**src/rtl/paddle_ctrl_if.sv**
```systemverilog
// Paddle controller bus: debounced button inputs, game controls and paddle outputs.
// The master drives the controls and buttons; the slave (paddle_ctrl) drives the position.
interface paddle_ctrl_if #(
  parameter int Y_WIDTH = 10
);
  logic               frame_tick_i;
  logic               en_i;
  logic               recenter_i;
  logic               up_state_i;
  logic               up_press_i;
  logic               dn_state_i;
  logic               dn_press_i;
  logic [Y_WIDTH-1:0] paddle_y_o;
  logic               move_o;
  logic               at_top_o;
  logic               at_bottom_o;

  modport master (
    output frame_tick_i, en_i, recenter_i,
    output up_state_i, up_press_i, dn_state_i, dn_press_i,
    input  paddle_y_o, move_o, at_top_o, at_bottom_o
  );

  modport slave (
    input  frame_tick_i, en_i, recenter_i,
    input  up_state_i, up_press_i, dn_state_i, dn_press_i,
    output paddle_y_o, move_o, at_top_o, at_bottom_o
  );
endinterface

```
**src/rtl/paddle_ctrl.sv**
```systemverilog
// Paddle controller: turns debounced button presses/holds into a clamped paddle Y.
// One step per valid press, then auto-repeat after REPEAT_DELAY frame ticks,
// every REPEAT_PERIOD ticks while the same single button stays held.
module paddle_ctrl #(
  parameter int Y_WIDTH       = 10,
  parameter int SCREEN_H      = 480,
  parameter int PADDLE_H      = 64,
  parameter int Y_INIT        = 208,
  parameter int STEP          = 4,
  parameter int REPEAT_DELAY  = 16,
  parameter int REPEAT_PERIOD = 2
) (
  input  logic         clk,
  input  logic         arst_n,
  paddle_ctrl_if.slave bus
);

  localparam int Y_MAX   = SCREEN_H - PADDLE_H;
  localparam int CNT_MAX = (REPEAT_DELAY > REPEAT_PERIOD) ? REPEAT_DELAY : REPEAT_PERIOD;
  localparam int CNT_W   = (CNT_MAX > 1) ? $clog2(CNT_MAX) : 1;

  localparam logic [Y_WIDTH-1:0] Y_MAX_C     = Y_WIDTH'(Y_MAX);
  localparam logic [Y_WIDTH-1:0] Y_INIT_C    = Y_WIDTH'(Y_INIT);
  localparam logic [Y_WIDTH-1:0] STEP_C      = Y_WIDTH'(STEP);
  localparam logic [CNT_W-1:0]   DELAY_LAST  = CNT_W'(REPEAT_DELAY - 1);
  localparam logic [CNT_W-1:0]   PERIOD_LAST = CNT_W'(REPEAT_PERIOD - 1);
  localparam logic               TOP_INIT    = (Y_INIT == 0);
  localparam logic               BOT_INIT    = (Y_INIT == Y_MAX);

  typedef enum logic [1:0] {
    S_IDLE   = 2'd0,
    S_DELAY  = 2'd1,
    S_REPEAT = 2'd2
  } state_e;

  typedef enum logic [1:0] {
    DIR_NONE = 2'd0,
    DIR_UP   = 2'd1,
    DIR_DN   = 2'd2
  } dir_e;

  // Unsigned step with saturation at 0 and Y_MAX; never wraps.
  function automatic logic [Y_WIDTH-1:0] step_y(input logic [Y_WIDTH-1:0] y, input logic dn);
    logic [Y_WIDTH-1:0] r;
    if (dn) begin
      if (y > (Y_MAX_C - STEP_C)) r = Y_MAX_C;
      else                        r = y + STEP_C;
    end else begin
      if (y < STEP_C) r = {Y_WIDTH{1'b0}};
      else            r = y - STEP_C;
    end
    return r;
  endfunction

  state_e             state_q, state_d;
  logic [CNT_W-1:0]   cnt_q, cnt_d;
  logic               dir_q, dir_d;        // latched direction: 1 = down, 0 = up
  logic [Y_WIDTH-1:0] y_q, y_d;
  logic               move_q, move_d;
  logic               top_q, top_d;
  logic               bot_q, bot_d;

  dir_e req_s;
  logic up_valid_s;
  logic dn_valid_s;
  logic match_s;
  logic step_s;
  logic step_dn_s;

  // A press only counts when the opposite button is neither held nor pressed.
  assign up_valid_s = bus.up_press_i & ~bus.dn_state_i & ~bus.dn_press_i;
  assign dn_valid_s = bus.dn_press_i & ~bus.up_state_i & ~bus.up_press_i;
  assign match_s    = dir_q ? (req_s == DIR_DN) : (req_s == DIR_UP);

  // Requested direction from the held levels; both or neither held means none.
  always_comb begin
    req_s = DIR_NONE;
    if (bus.up_state_i && !bus.dn_state_i)      req_s = DIR_UP;
    else if (bus.dn_state_i && !bus.up_state_i) req_s = DIR_DN;
    else                                        req_s = DIR_NONE;
  end

  // FSM state register.
  always_ff @(posedge clk or negedge arst_n) begin
    if (!arst_n) state_q <= S_IDLE;
    else         state_q <= state_d;
  end

  // Next-state logic, repeat counter and step requests.
  always_comb begin
    state_d   = state_q;
    cnt_d     = cnt_q;
    dir_d     = dir_q;
    step_s    = 1'b0;
    step_dn_s = dir_q;
    if (!bus.en_i || bus.recenter_i) begin
      state_d = S_IDLE;
      cnt_d   = {CNT_W{1'b0}};
    end else begin
      case (state_q)
        S_IDLE: begin
          if (up_valid_s || dn_valid_s) begin
            step_s    = 1'b1;
            step_dn_s = dn_valid_s;
            dir_d     = dn_valid_s;
            cnt_d     = {CNT_W{1'b0}};
            state_d   = S_DELAY;
          end else begin
            state_d = S_IDLE;
          end
        end
        S_DELAY: begin
          if (!match_s) begin
            state_d = S_IDLE;
            cnt_d   = {CNT_W{1'b0}};
          end else if (bus.frame_tick_i) begin
            if (cnt_q == DELAY_LAST) begin
              step_s  = 1'b1;
              cnt_d   = {CNT_W{1'b0}};
              state_d = S_REPEAT;
            end else begin
              cnt_d = cnt_q + CNT_W'(1);
            end
          end else begin
            state_d = S_DELAY;
          end
        end
        S_REPEAT: begin
          if (!match_s) begin
            state_d = S_IDLE;
            cnt_d   = {CNT_W{1'b0}};
          end else if (bus.frame_tick_i) begin
            if (cnt_q == PERIOD_LAST) begin
              step_s = 1'b1;
              cnt_d  = {CNT_W{1'b0}};
            end else begin
              cnt_d = cnt_q + CNT_W'(1);
            end
          end else begin
            state_d = S_REPEAT;
          end
        end
        default: begin
          state_d = S_IDLE;
          cnt_d   = {CNT_W{1'b0}};
        end
      endcase
    end
  end

  // Output logic: new position (recenter wins over any step), move pulse and flags.
  always_comb begin
    y_d = y_q;
    if (bus.recenter_i)  y_d = Y_INIT_C;
    else if (step_s)     y_d = step_y(y_q, step_dn_s);
    else                 y_d = y_q;
    move_d = (y_d != y_q);
    top_d  = (y_d == {Y_WIDTH{1'b0}});
    bot_d  = (y_d == Y_MAX_C);
  end

  // Datapath registers: counter, latched direction, position and registered outputs.
  always_ff @(posedge clk or negedge arst_n) begin
    if (!arst_n) begin
      cnt_q  <= {CNT_W{1'b0}};
      dir_q  <= 1'b0;
      y_q    <= Y_INIT_C;
      move_q <= 1'b0;
      top_q  <= TOP_INIT;
      bot_q  <= BOT_INIT;
    end else begin
      cnt_q  <= cnt_d;
      dir_q  <= dir_d;
      y_q    <= y_d;
      move_q <= move_d;
      top_q  <= top_d;
      bot_q  <= bot_d;
    end
  end

  assign bus.paddle_y_o  = y_q;
  assign bus.move_o      = move_q;
  assign bus.at_top_o    = top_q;
  assign bus.at_bottom_o = bot_q;

endmodule
```
**src/flat_wrapper.sv**
```systemverilog
// flat-port wrapper written by rule: the top's interface ports become plain ports
module paddle_ctrl_flat 
#(
  parameter int Y_WIDTH       = 10,
  parameter int SCREEN_H      = 480,
  parameter int PADDLE_H      = 64,
  parameter int Y_INIT        = 208,
  parameter int STEP          = 4,
  parameter int REPEAT_DELAY  = 16,
  parameter int REPEAT_PERIOD = 2
)
  (clk, arst_n, bus_frame_tick_i, bus_en_i, bus_recenter_i, bus_up_state_i, bus_up_press_i, bus_dn_state_i, bus_dn_press_i, bus_paddle_y_o, bus_move_o, bus_at_top_o, bus_at_bottom_o);
  paddle_ctrl_if #(.Y_WIDTH(Y_WIDTH)) bus_i ();
  input  logic clk;
  input  logic arst_n;
  input wire logic [$bits(bus_i.frame_tick_i)-1:0] bus_frame_tick_i;
  input wire logic [$bits(bus_i.en_i)-1:0] bus_en_i;
  input wire logic [$bits(bus_i.recenter_i)-1:0] bus_recenter_i;
  input wire logic [$bits(bus_i.up_state_i)-1:0] bus_up_state_i;
  input wire logic [$bits(bus_i.up_press_i)-1:0] bus_up_press_i;
  input wire logic [$bits(bus_i.dn_state_i)-1:0] bus_dn_state_i;
  input wire logic [$bits(bus_i.dn_press_i)-1:0] bus_dn_press_i;
  output wire logic [$bits(bus_i.paddle_y_o)-1:0] bus_paddle_y_o;
  output wire logic [$bits(bus_i.move_o)-1:0] bus_move_o;
  output wire logic [$bits(bus_i.at_top_o)-1:0] bus_at_top_o;
  output wire logic [$bits(bus_i.at_bottom_o)-1:0] bus_at_bottom_o;
  assign bus_i.frame_tick_i = bus_frame_tick_i;
  assign bus_i.en_i = bus_en_i;
  assign bus_i.recenter_i = bus_recenter_i;
  assign bus_i.up_state_i = bus_up_state_i;
  assign bus_i.up_press_i = bus_up_press_i;
  assign bus_i.dn_state_i = bus_dn_state_i;
  assign bus_i.dn_press_i = bus_dn_press_i;
  assign bus_paddle_y_o = bus_i.paddle_y_o;
  assign bus_move_o = bus_i.move_o;
  assign bus_at_top_o = bus_i.at_top_o;
  assign bus_at_bottom_o = bus_i.at_bottom_o;
  paddle_ctrl #(.Y_WIDTH(Y_WIDTH), .SCREEN_H(SCREEN_H), .PADDLE_H(PADDLE_H), .Y_INIT(Y_INIT), .STEP(STEP), .REPEAT_DELAY(REPEAT_DELAY), .REPEAT_PERIOD(REPEAT_PERIOD)) u_core (.clk(clk), .arst_n(arst_n), .bus(bus_i));
endmodule
```
**config.mk**
```make
export PLATFORM = sky130hd
export DESIGN_NAME = paddle_ctrl_flat
export DESIGN_NICKNAME = d
export VERILOG_FILES = /design/src/rtl/paddle_ctrl_if.sv /design/src/rtl/paddle_ctrl.sv /design/src/flat_wrapper.sv
export SDC_FILE = /design/constraint.sdc
export NUM_CORES = 1
export LEC_CHECK = 0
export ABC_AREA = 1
export CAP_MARGIN = 20
export CORE_ASPECT_RATIO = 1.25
export CORE_MARGIN = 2
export CORE_UTILIZATION = 35
export CTS_BUF_LIST = sky130_fd_sc_hd__clkbuf_4 sky130_fd_sc_hd__clkbuf_8
export CTS_CLUSTER_SIZE = 12
export DETAILED_ROUTE_END_ITERATION = 8
export DONT_BUFFER_PORTS = 1
export HOLD_SLACK_MARGIN = 0.03
export PLACE_DENSITY_LB_ADDON = 0.15
export SYNTH_ARGS = -nofsm -noshare
export SYNTH_HDL_FRONTEND = slang
export SYNTH_SLANG_ARGS = --single-unit
```
**constraint.sdc**
```tcl
create_clock -name clk -period 5.4 [get_ports clk]
set_clock_uncertainty 0.2 [all_clocks]
set_input_delay 0.81 -clock clk [delete_from_list [all_inputs] [get_ports clk]]
set_output_delay 0.81 -clock clk [all_outputs]
set_load 0.01 [all_outputs]
```
* Word level (Yosys, flattened, before mapping)
Index checks and enable logic that the tools add are counted.
Word-level totals: register bits 20, output and inout port bits 13, word-level logic and storage cells 81
Cells by class: add/subtract/negate cells 3, magnitude comparators 2, equality and inequality tests 13, muxes and demuxes 37, bitwise logic cells 8, reductions and logical operators 11
Operators with widths (number):
- $mux W10 | 5
- $mux W4 | 8
- $mux W2 | 8
- $mux W1 | 13
- $ne A4 B4 Y1 const B | 3
- $pmux W4 S3 | 1
- $add A10 B3 Y10 const B | 1
- $eq A10 B9 Y1 const B | 1
- $gt A10 B9 Y1 const B | 1
- $logic_not A10 Y1 | 1
- $lt A10 B3 Y1 const B | 1
- $ne A10 B10 Y1 | 1
- $sub A10 B3 Y10 const B | 1
- $pmux W2 S3 | 1
- $ne A5 B5 Y1 const B | 1
- $add A4 B1 Y4 const B | 1
- $and A1 B1 Y1 | 4
- $eq A2 B1 Y1 const B | 2
- $eq A2 B2 Y1 const B | 2
- $eq A4 B1 Y1 const B | 1
- $eq A4 B4 Y1 const B | 1
- $not A1 Y1 | 4
- $logic_not A1 Y1 | 3
- $ne A3 B1 Y1 const B | 1
- 6 further kinds | 8

* Depth between registers and ports, before layout
Gate-level depths: netlist of the first run.
depth in word-level cells 12, depth in mapped cells 17

* Worst setup path before layout of the first run
Ideal clock, no wire load.
kind input to register, start input bus_dn_state_i, end register u_core.move_q (netlist: u_core.bus.move_o), data arrival time 1.927 ns, setup slack 3.148 ns, stages on the path 15, buffers on the path 1, cells stage by stage nor2_1 nand2_2 nand2_4 nand2_2 inv_1 nor2_2 nor2_4 buf_6 nand3_2 nand2_2 nand2_1 nand2_1 nand2_1 nor2_1 nand3_1
On the way: cells in the longest elaborated chain, start to end 11, elaborated cells between the ends (all ways) 24
RTL lines:
- start, declared | line flat_wrapper.sv:21 | input wire logic [$bits(bus_i.dn_state_i)-1:0] bus_dn_state_i;
- $logic_and A1 B1 Y1, or another cell as far along | line paddle_ctrl.sv:79 | else if (bus.dn_state_i && !bus.up_state_i) req_s = DIR_DN;
- $mux W2, or another cell as far along | line paddle_ctrl.sv:79
- $mux W2 or $and A1 B1 Y1 (tied branches) | line paddle_ctrl.sv:78, paddle_ctrl.sv:71
- $eq A2 B1 Y1, or another cell as far along | line paddle_ctrl.sv:73 | assign match_s = dir_q ? (req_s == DIR_DN) : (req_s == DIR_UP);
- $mux W1 (on tied branches) | line paddle_ctrl.sv:73, paddle_ctrl.sv:102
- $mux W1 (on tied branches) | line paddle_ctrl.sv:129, paddle_ctrl.sv:100, paddle_ctrl.sv:113
- $pmux W1 S3 or $mux W1 (tied branches) | line paddle_ctrl.sv:100, paddle_ctrl.sv:96
- $mux W1 or $mux W10 (tied branches) | line paddle_ctrl.sv:96, paddle_ctrl.sv:45
- $mux W10 * | line paddle_ctrl.sv:155 | else if (step_s) y_d = step_y(y_q, step_dn_s);
- $mux W10 * | line paddle_ctrl.sv:154 | if (bus.recenter_i) y_d = Y_INIT_C;
- $ne A10 B10 Y1 * | line paddle_ctrl.sv:157 | move_d = (y_d != y_q);
- via u_core.move_d | line paddle_ctrl.sv:59 | logic move_q, move_d;
- end signal, assigned | line paddle_ctrl.sv:175 | move_q <= move_d;
- end, declared | line paddle_ctrl.sv:59
The timed path passes the listed nets; every way through them passes the cells marked *. A chain may end at the register's enable or synchronous reset.

* Worst setup path after layout of the first run
start register u_core.y_q[3] (netlist: u_core.bus.paddle_y_o[3]), end register u_core.move_q (netlist: u_core.bus.move_o)
On the way: cells in the longest elaborated chain, start to end 6, elaborated cells between the ends (all ways) 10
RTL lines:
- start, declared | line paddle_ctrl.sv:58 | logic [Y_WIDTH-1:0] y_q, y_d;
- start signal, assigned | line paddle_ctrl.sv:174 | y_q <= y_d;
- $sub A10 B3 Y10, or another cell as far along | line paddle_ctrl.sv:50 | else r = y - STEP_C;
- $mux W10 (on tied branches) | line paddle_ctrl.sv:49, paddle_ctrl.sv:46
- $mux W10 | line paddle_ctrl.sv:45 | if (dn) begin
- $mux W10 | line paddle_ctrl.sv:155
- $mux W10 | line paddle_ctrl.sv:154
- $ne A10 B10 Y1 * | line paddle_ctrl.sv:157
- via u_core.move_d | line paddle_ctrl.sv:59
Marks and branches as above.

==> flow_summary.toml, run 1 <==
[worst_setup_path]
cp-startpoint = "u_core.bus.paddle_y_o[3]$_DFF_PN0_"
reg2reg_depth = 15
worstSetupEndpointType = "flop"
cpPeakStageDelay_ns = 0.47
crit_fanout = 6
path_cells = "inv_1 -> ha_1 -> nand2_2 -> nor3_2 -> nand3_2 -> nand2_1 -> nand2_1 -> nand2_1 -> nand2_1 -> nand2_1 -> nand2_1 -> nand2_1 -> nand2_1 -> nor2_1 -> nand3_1"
cp_common_cell = "nand2_1"
rr_startpoint = "u_core.bus.paddle_y_o[3]$_DFF_PN0_"
required_ns = 5.33
startpoint_type = "flop"
cp.arrival_ns = 2.36
path_delay_family = "simple AND/OR/NAND/NOR gates"
crit_path_top_delay_cell = "dfrtp_1"
r2r_end = "u_core.bus.move_o$_DFF_PN0_"
critPathBufInv = 1
crit_type = "flop to flop"
reg2reg_setup_slack_ns = 2.98

[sta]
finalSetupTns_ns = 0
period_share = 0.449
setup_viol = 0
max_slew_margin = 0.481
fin_crit_ns = 2.42
tightest_slew_ns = 0.776
fmax_mhz = 413
hold_viol_final = 0
rsz0062_at_grt = "no"
slew_violations = 0
holdWs_ns = 0.194

[cells_and_area]
num_antenna_cells = 0
drive_gt1_frac = 0.174
areaGrowthSynthToFinish_pct = 5.37
nFillCells = 578
fin_nets = 288

[global_route]
overflow = 0
grt_start_max_net_pins = 21
grt_util_all_layers = 0.164
grt_pass1_wl_mm = 7.33
first_global_vias = 1613
grt_antenna_before_repair = 0

[synthesis]
synth_common_cells = "71 x nand2_1, 38 x inv_1, 29 x nand3_1"
netlist_area_mm2 = 0.00182
ys_warn_count = 0
yosysMostFrequentCell = "nand2_1"
synth_edf_count = 0
yosysTopAreaCellShare = 0.234
ys_seq_elements = 20
yosys.area.top_type = "dfrtp_1"
syn_nets = 286
synth.yosys.seq_area_share = 0.278
synth_flop_cell = "dfrtp_1"
synthArstFlopShare = 1.00
synth.distinct_cells = 34
synth_top_cells_by_area = "dfrtp_1 23%, nand2_1 15%, nand3_1 8.0%, inv_1 7.9%, ha_1 5.5%"
avgSynthCellArea_um2 = 6.75
synthCells = 269

[die]
initial_core_util = 0.360
pin_count = 22
rows = 29
die_y_um = 84.6
dieArea_mm2 = 0.00579
core_mm2 = 0.00504
die_width_um = 68.4

[clocking]
clk_pin_slew_ns = 0.07
post_cts_resized = 0
cts_root_buf = "clkbuf_8"
clock_sinks = 20
cts_buffer_depth = 2
clk_latency_ns = 0.25
htree_levels = 1
cts_tree = "built"
numCtsBuffers = 3

[min_path]
min-delay-path-class = "input pin to asynchronous set/reset pin"

[drt]
drc = 0
vias = 1610
dr.pass1.iters = 4
drt-initial-drc-count = 93
wire_per_inst_um = 12.7
antenna_left = 0
wl_mm = 4.23
vias_per_cell = 4.85

[placed_design]
dp_hpwl_mm = 3.52
io_buffers = 0
place_congestion = 0.826

[pwr]
p_leak_uw = 0.000965
ir_drop_uv = 107
total_power_uw = 360
power.density_mw_per_mm2 = 188

[run]
max-cap-violations = 0

[status]
outcome = "finished, final reports clean"
## layout make-up
| cell class | instances | area [um^2] | area share |
|---|---|---|---|
| clock buffers | 4 | 48.8 | 0.0255 |
| inverters | 48 | 184 | 0.0961 |
| multi-input cells | 197 | 1090 | 0.569 |
| flip-flops and latches | 20 | 504 | 0.263 |
| well taps | 62 | 77.6 | 0.0405 |
| repair buffers | 1 | 10.0 | 0.00523 |
## logic make-up after synthesis
kind of cell	Yosys count	share of synthesized area
AOI/OAI and AO/OA	24	0.0861
xor gates and xnor gates	6	0.0289
adders and majority gates	8	0.0551
buffers and inverters	52	0.123
DFF	20	0.278
and+or+nand+nor	159	0.430
## report_power, final
| group | switching [uW] | internal (uW) |
|---|---|---|
| combinational | 62.3 | 28.8 |
| sequential | 10.1 | 157 |
| clock | 44.5 | 57.4 |
| total | 117 | 243 |
## per-layer routing
layer	share of wire	up-vias	track usage
met5	0	-	0
met4	0.015	0	0.0418
met3	0.027	6	0.0161
met2	0.52	21	0.280
met1	0.44	736	0.216
li1	-	847	-
## flip-flops by register name, indices dropped and copies added (netlist names)
register	cells
u_core.dir_q	1
u_core.bus.paddle_y_o	10
u_core.cnt_q	4
u_core.bus.at_bottom_o	1
u_core.bus.at_top_o	1
u_core.bus.move_o	1
u_core.state_q	2
## placed cells by master (no fill, tap or decap), types with 2 or more instances in the layout
cell type and count:
nand2_1 71, inv_1 38, nand3_1 29, nor2_1 25, dfrtp_1 17, o21ai_0 10, nand2_2 9, ha_1 8
inv_2 7, nand4_1 7, nor2_2 5, nand3_2 5, o21ai_2 4, a21oi_1 4, xor2_1 4, nand2_4 3
clkbuf_8 3, dfstp_2 3, xnor2_1 2
## metrics by stage
step                 util  setup WS [ns]  cells  instance area (um^2)
floorplan               -           3.15    269                  1820
global placement    0.368           2.80    327                  1860
detailed placement  0.368           2.77    327                  1860
CTS                 0.378           2.94    331                  1900
global route        0.380           2.65    332                  1910
finish              0.380           2.98    332                  1910
## repair_timing
action                                 in CTS  in global routing
hold buffers                                0                  1
buffers inserted                            0                  0
endpoints found under the hold margin       0                 17
## how the worst max path moves through the flow
stage | slack, ns | end | cells after the start
after floorplan | 3.15 | u_core.bus.move_o$_DFF_PN0_ | 15
final | 2.98 | u_core.bus.move_o$_DFF_PN0_ | 15
after global routing | 2.65 | u_core.bus.move_o$_DFF_PN0_ | 15
after CTS | 2.94 | u_core.bus.move_o$_DFF_PN0_ | 15
after global placement | 2.80 | u_core.bus.move_o$_DFF_PN0_ | 14
after detailed placement | 2.77 | u_core.bus.move_o$_DFF_PN0_ | 14
No activity file was read; power rests on OpenSTA's default activity.
==> run 2, diff against run 1 <==
Clock period 5.4 ns to 2.1 ns, I/O delays scaled along.
==> flow_summary.toml, run 2 (synthesized netlist as in run 1, its figures left out) <==
[status]
outcome = "finished with violations"
violations = "negative setup slack"

[clocking]
cts_tree = "built"
clk_pin_slew_ns = 0.08
htree_levels = 1
cts_root_buf = "clkbuf_8"
clock_sinks = 20
numCtsBuffers = 3
cts_buffer_depth = 2
clk_latency_ns = 0.26

[global_route]
grt_util_all_layers = 0.185
met3_usage = 0.0147
grt_antenna_before_repair = 0
first_global_vias = 1877
use_met2 = 0.324
grt.busiest_layer = "met2"
grt_pass1_wl_mm = 8.22
grt_start_max_net_pins = 21
gr-usage-met1 = 0.223
overflow = 0

[pwr]
ir_drop_uv = 299
p_leak_uw = 0.00129
power.density_mw_per_mm2 = 454

[cells_and_area]
fin_area_mm2 = 0.00263
layout_commonest_cell = "nand2_1"
fin_nets = 346
drive_gt1_frac = 0.448
largest_reg_flops = 10
areaGrowthSynthToFinish_pct = 44.5
final_core_util = 0.520
layout_common_cells = "58 x nand2_1, 53 x buf_4, 33 x inv_1"
nFillCells = 483
num_antenna_cells = 0

[worst_setup_path]
crit_fanout = 8
crit_type = "flop to flop"
cp.arrival_ns = 2.15
reg2reg_setup_slack_ns = -0.1
required_ns = 2.05
startpoint_type = "flop"
worstSetupEndpointType = "flop"

[sta]
setup_viol = 3
tightest_slew_ns = 0.918
fin_crit_ns = 2.20
holdWs_ns = 0.0827
fmax_mhz = 455
hold_viol_final = 0
max_slew_margin = 0.386
period_share = 1.05
worst_slack_ns = -0.0999
rsz0062_at_grt = "yes"
slew_violations = 0

[drt]
vias_per_cell = 4.89
wire_per_inst_um = 12.6
dr.pass1.iters = 4
drt-initial-drc-count = 85
vias = 1907
wl_mm = 4.90
antenna_left = 0
drc = 0

[die]
die_width_um = 68.4
pin_count = 22
rows = 29
dieArea_mm2 = 0.00579
die_y_um = 84.6
initial_core_util = 0.360
core_mm2 = 0.00504

[run]
max-cap-violations = 0

[placed_design]
place_congestion = 0.804
io_buffers = 0
placed_area_mm2 = 0.00221
dp_hpwl_mm = 3.86

[min_path]
min-delay-path-class = "input pin to flop"
==> run 2: area by class of cell <==
class                   instances  area, um^2  share of cell area
flip-flops and latches         20         504               0.192
clock buffers                   3        41.3              0.0157
clock inverters                 1        30.0              0.0114
well taps                      62        77.6              0.0296
inverters                      48         184              0.0701
repair buffers                 59         489               0.186
multi-input cells             197        1300               0.495
==> run 2: critical path, cell delays in order, from the launching register on <==
cell,delay [ns]
dfrtp_1,0.40
inv_2,0.11
buf_12,0.11
ha_4,0.12
inv_2,0.04
nor3_4,0.23
a21oi_4,0.06
buf_12,0.14
buf_6,0.11
o21ai_4,0.15
nand2_2,0.10
nand2_1,0.09
nand2_2,0.06
nor2_2,0.10
nand3_1,0.09
==> run 2: routing by layer <==
| layer | up-vias | part of all wire |
|---|---|---|
| met1 | 888 | 0.41 |
| met5 | - | 0 |
| met3 | 10 | 0.033 |
| met2 | 33 | 0.53 |
| li1 | 976 | - |
| met4 | 0 | 0.024 |
==> run 2: final timing paths <==
kind	from	endpoint	depth (start not counted)
hold reg to reg	u_core.cnt_q[2]$_DFFE_PN0P_	u_core.cnt_q[2]$_DFFE_PN0P_	2
hold / removal	bus_frame_tick_i	u_core.state_q[0]$_DFFE_PN0P_	3
min in group asynchronous	arst_n	u_core.bus.paddle_y_o[3]$_DFF_PN0_	1
setup reg to reg	u_core.state_q[0]$_DFFE_PN0P_	u_core.bus.move_o$_DFF_PN0_	14
max in group asynchronous	arst_n	u_core.state_q[1]$_DFFE_PN0P_	1
setup / recovery	u_core.state_q[0]$_DFFE_PN0P_	u_core.bus.move_o$_DFF_PN0_	14
==> run 2: where the power goes <==
| group | leakage (uW) | internal [uW] | switching, uW |
|---|---|---|---|
| Clock | 0.0000357 | 255 | 135 |
| Combinational | 0.000993 | 162 | 219 |
| Sequential | 0.000262 | 403 | 17.6 |
| Total | 0.00129 | 819 | 372 |
==> run 2: metrics by stage <==
step / setup TNS [ns] / setup WS [ns] / std cells / power, uW
after CTS: -0.146 / -0.0651 / 385 / 1130
after detailed placement: -0.190 / -0.128 / 373 / 709
final: -0.163 / -0.0999 / 390 / 1190
after floorplan: 0 / 0.0627 / 269 / 621
after global routing: -0.812 / -0.219 / 390 / 1250
after global placement: -0.180 / -0.125 / 373 / 713
==> run 2: what timing repair did <==
item / 4_1_cts / 5_1_grt
hold buffers: 2 / 0
setup endpoints to repair: 3 / 11
pin swaps: 10 / 21
resized for setup: 20 / 40
hold endpoints to repair: 21 / 0
buffers inserted: 6 / 5
==> run 3, diff against run 2 <==
Settings changed: CORE_ASPECT_RATIO 1.25 to 0.7.
==> flow_summary.toml, run 3 (synthesized netlist as in run 1, its figures left out) <==
[clocking]
cts_root_buf = "clkbuf_8"
numCtsBuffers = 3
htree_levels = 1
clk_pin_slew_ns = 0.09
cts_tree = "built"
clock_sinks = 20
cts_buffer_depth = 2
clk_latency_ns = 0.27

[drt]
dr.pass1.iters = 6
antenna_left = 0
vias_per_cell = 4.69
drt-initial-drc-count = 98
wl_mm = 5.22
drc = 0
wire_per_inst_um = 12.8
vias = 1919

[run]
max-cap-violations = 0

[worst_setup_path]
cp.arrival_ns = 2.17
reg2reg_setup_slack_ns = -0.11
worstSetupEndpointType = "flop"
crit_path_top_delay_cell = "dfrtp_1"
crit_type = "flop to flop"
startpoint_type = "flop"
crit_fanout = 5
rr_startpoint = "u_core.state_q[1]$_DFFE_PN0P_"
cpPeakStageDelay_ns = 0.44
cp-startpoint = "u_core.state_q[1]$_DFFE_PN0P_"
path_cells = "inv_2 -> ha_4 -> nand3_4 -> nor2_4 -> nor2_4 -> nor2_4 -> buf_12 -> buf_6 -> nand3_4 -> nand4_1 -> nand2_1 -> nor2_2 -> nand3_1"
cp_common_cell = "nor2_4"
required_ns = 2.06

[global_route]
grt_start_max_net_pins = 21
first_global_vias = 1761
grt_antenna_before_repair = 0
overflow = 0
grt_util_all_layers = 0.185
grt_pass1_wl_mm = 8.62

[placed_design]
io_buffers = 0
preCtsSetupSlack_ns = -0.203
placed_area_mm2 = 0.00230
dp_hpwl_mm = 3.95
place_congestion = 0.888

[die]
core_mm2 = 0.00489
initial_core_util = 0.372
die_width_um = 90.1
rows = 21
pin_count = 22
die_y_um = 64.3
dieArea_mm2 = 0.00579

[pwr]
power_switching_share = 0.345
ir_drop_uv = 234
power.net_switching_uw = 371
p_leak_uw = 0.00133
power.density_mw_per_mm2 = 396
power.clock.fraction = 0.269
comb_power_share = 0.340
p_int_uw = 704
seq_power_share = 0.392

[cells_and_area]
largest_reg_flops = 10
final_core_util = 0.556
fin_nets = 358
nFillCells = 469
num_antenna_cells = 0
drive_gt1_frac = 0.468
fin_area_mm2 = 0.00272
areaGrowthSynthToFinish_pct = 49.4
layout_common_cells = "65 x nand2_1, 63 x buf_4, 29 x inv_1"
layout_commonest_cell = "nand2_1"

[sta]
period_share = 1.05
fmax_mhz = 452
slew_violations = 0
tightest_slew_ns = 0.959
fin_crit_ns = 2.21
max_slew_margin = 0.359
hold_viol_final = 0
worst_slack_ns = -0.114
rsz0062_at_grt = "yes"
setup_viol = 4

[status]
violations = "negative setup slack"
outcome = "finished with violations"

[min_path]
min_from = "bus_recenter_i"
min-delay-path-class = "input pin to flop"
## run 3: changes by cell type in the layout (fill, tap and decap cells not counted), moves of 3 or more
cell | before | now
nand3_2 | 12 | 9
a21oi_1 | 1 | 4
o21ai_1 | 4 | 1
buf_6 | 1 | 6
buf_4 | 53 | 63
nand2_1 | 58 | 65
inv_1 | 33 | 29
nand2_2 | 18 | 12
o21ai_2 | 4 | 7
a21oi_2 | 3 | 0
## run 3: stage by stage
stage | hold WS [ns] | setup TNS (ns) | total power, uW | std cells
5_1_grt | 0.107 | -1.00 | 1140 | 409
2_1_floorplan | -0.181 | 0 | 621 | 269
3_3_place_gp | -0.180 | -0.643 | 725 | 392
6_report | 0.0965 | -0.378 | 1080 | 409
4_1_cts | 0.0777 | -0.264 | 1050 | 401
3_5_place_dp | -0.180 | -0.532 | 725 | 392
## run 3: timing repair
action / CTS / global route
resized for setup: 18 / 49
hold buffers: 1 / 0
cloned: 0 / 0
pin swaps: 10 / 29
setup endpoints to repair: 7 / 14
setup buffers: 4 / 9
hold endpoints to repair: 20 / 0
## run 3: power groups by stage
| stage | Sequential, uW | Clock (uW) | Combinational, uW |
|---|---|---|---|
| after global placement | 428 | 0 | 297 |
| after floorplan | 426 | 0 | 195 |
| final | 421 | 289 | 365 |
| after global routing | 423 | 316 | 404 |
| after CTS | 420 | 302 | 325 |
| after detailed placement | 427 | 0 | 298 |
## run 3: final cells by class
type                       count  area (um^2)  share of cell area
multi-input combinational    197         1320               0.485
tap                           69         86.3              0.0318
inverter                      48          186              0.0687
clock buffer                   4         48.8              0.0180
timing repair buffer          71          571               0.210
sequential                    20          505               0.186
## run 3: worst paths after layout
kind,cells after the start,to
max,13,u_core.bus.move_o$_DFF_PN0_
min,3,u_core.bus.paddle_y_o[7]$_DFF_PN1_
max reg2reg,13,u_core.bus.move_o$_DFF_PN0_
min reg2reg,3,u_core.bus.paddle_y_o[0]$_DFF_PN0_
max in group asynchronous,1,u_core.cnt_q[0]$_DFFE_PN0P_
min in group asynchronous,1,u_core.bus.paddle_y_o[8]$_DFF_PN0_
## run 3: worst max-delay path, delay by kind of cell, from the launching register on
family	cells	cell delay, ns
simple gates	9	0.87
buf+inv	3	0.31
fa+ha+maj	1	0.29
flops	1	0.44
## run 3: metal layers
| layer | part of all wire | wire length, um | GRT usage |
|---|---|---|---|
| met5 | 0 | 0 | 0 |
| met1 | 0.53 | 2760 | 0.285 |
| met2 | 0.42 | 2200 | 0.268 |
| met4 | 0.012 | 65 | 0.0442 |
| met3 | 0.038 | 200 | 0.0271 |
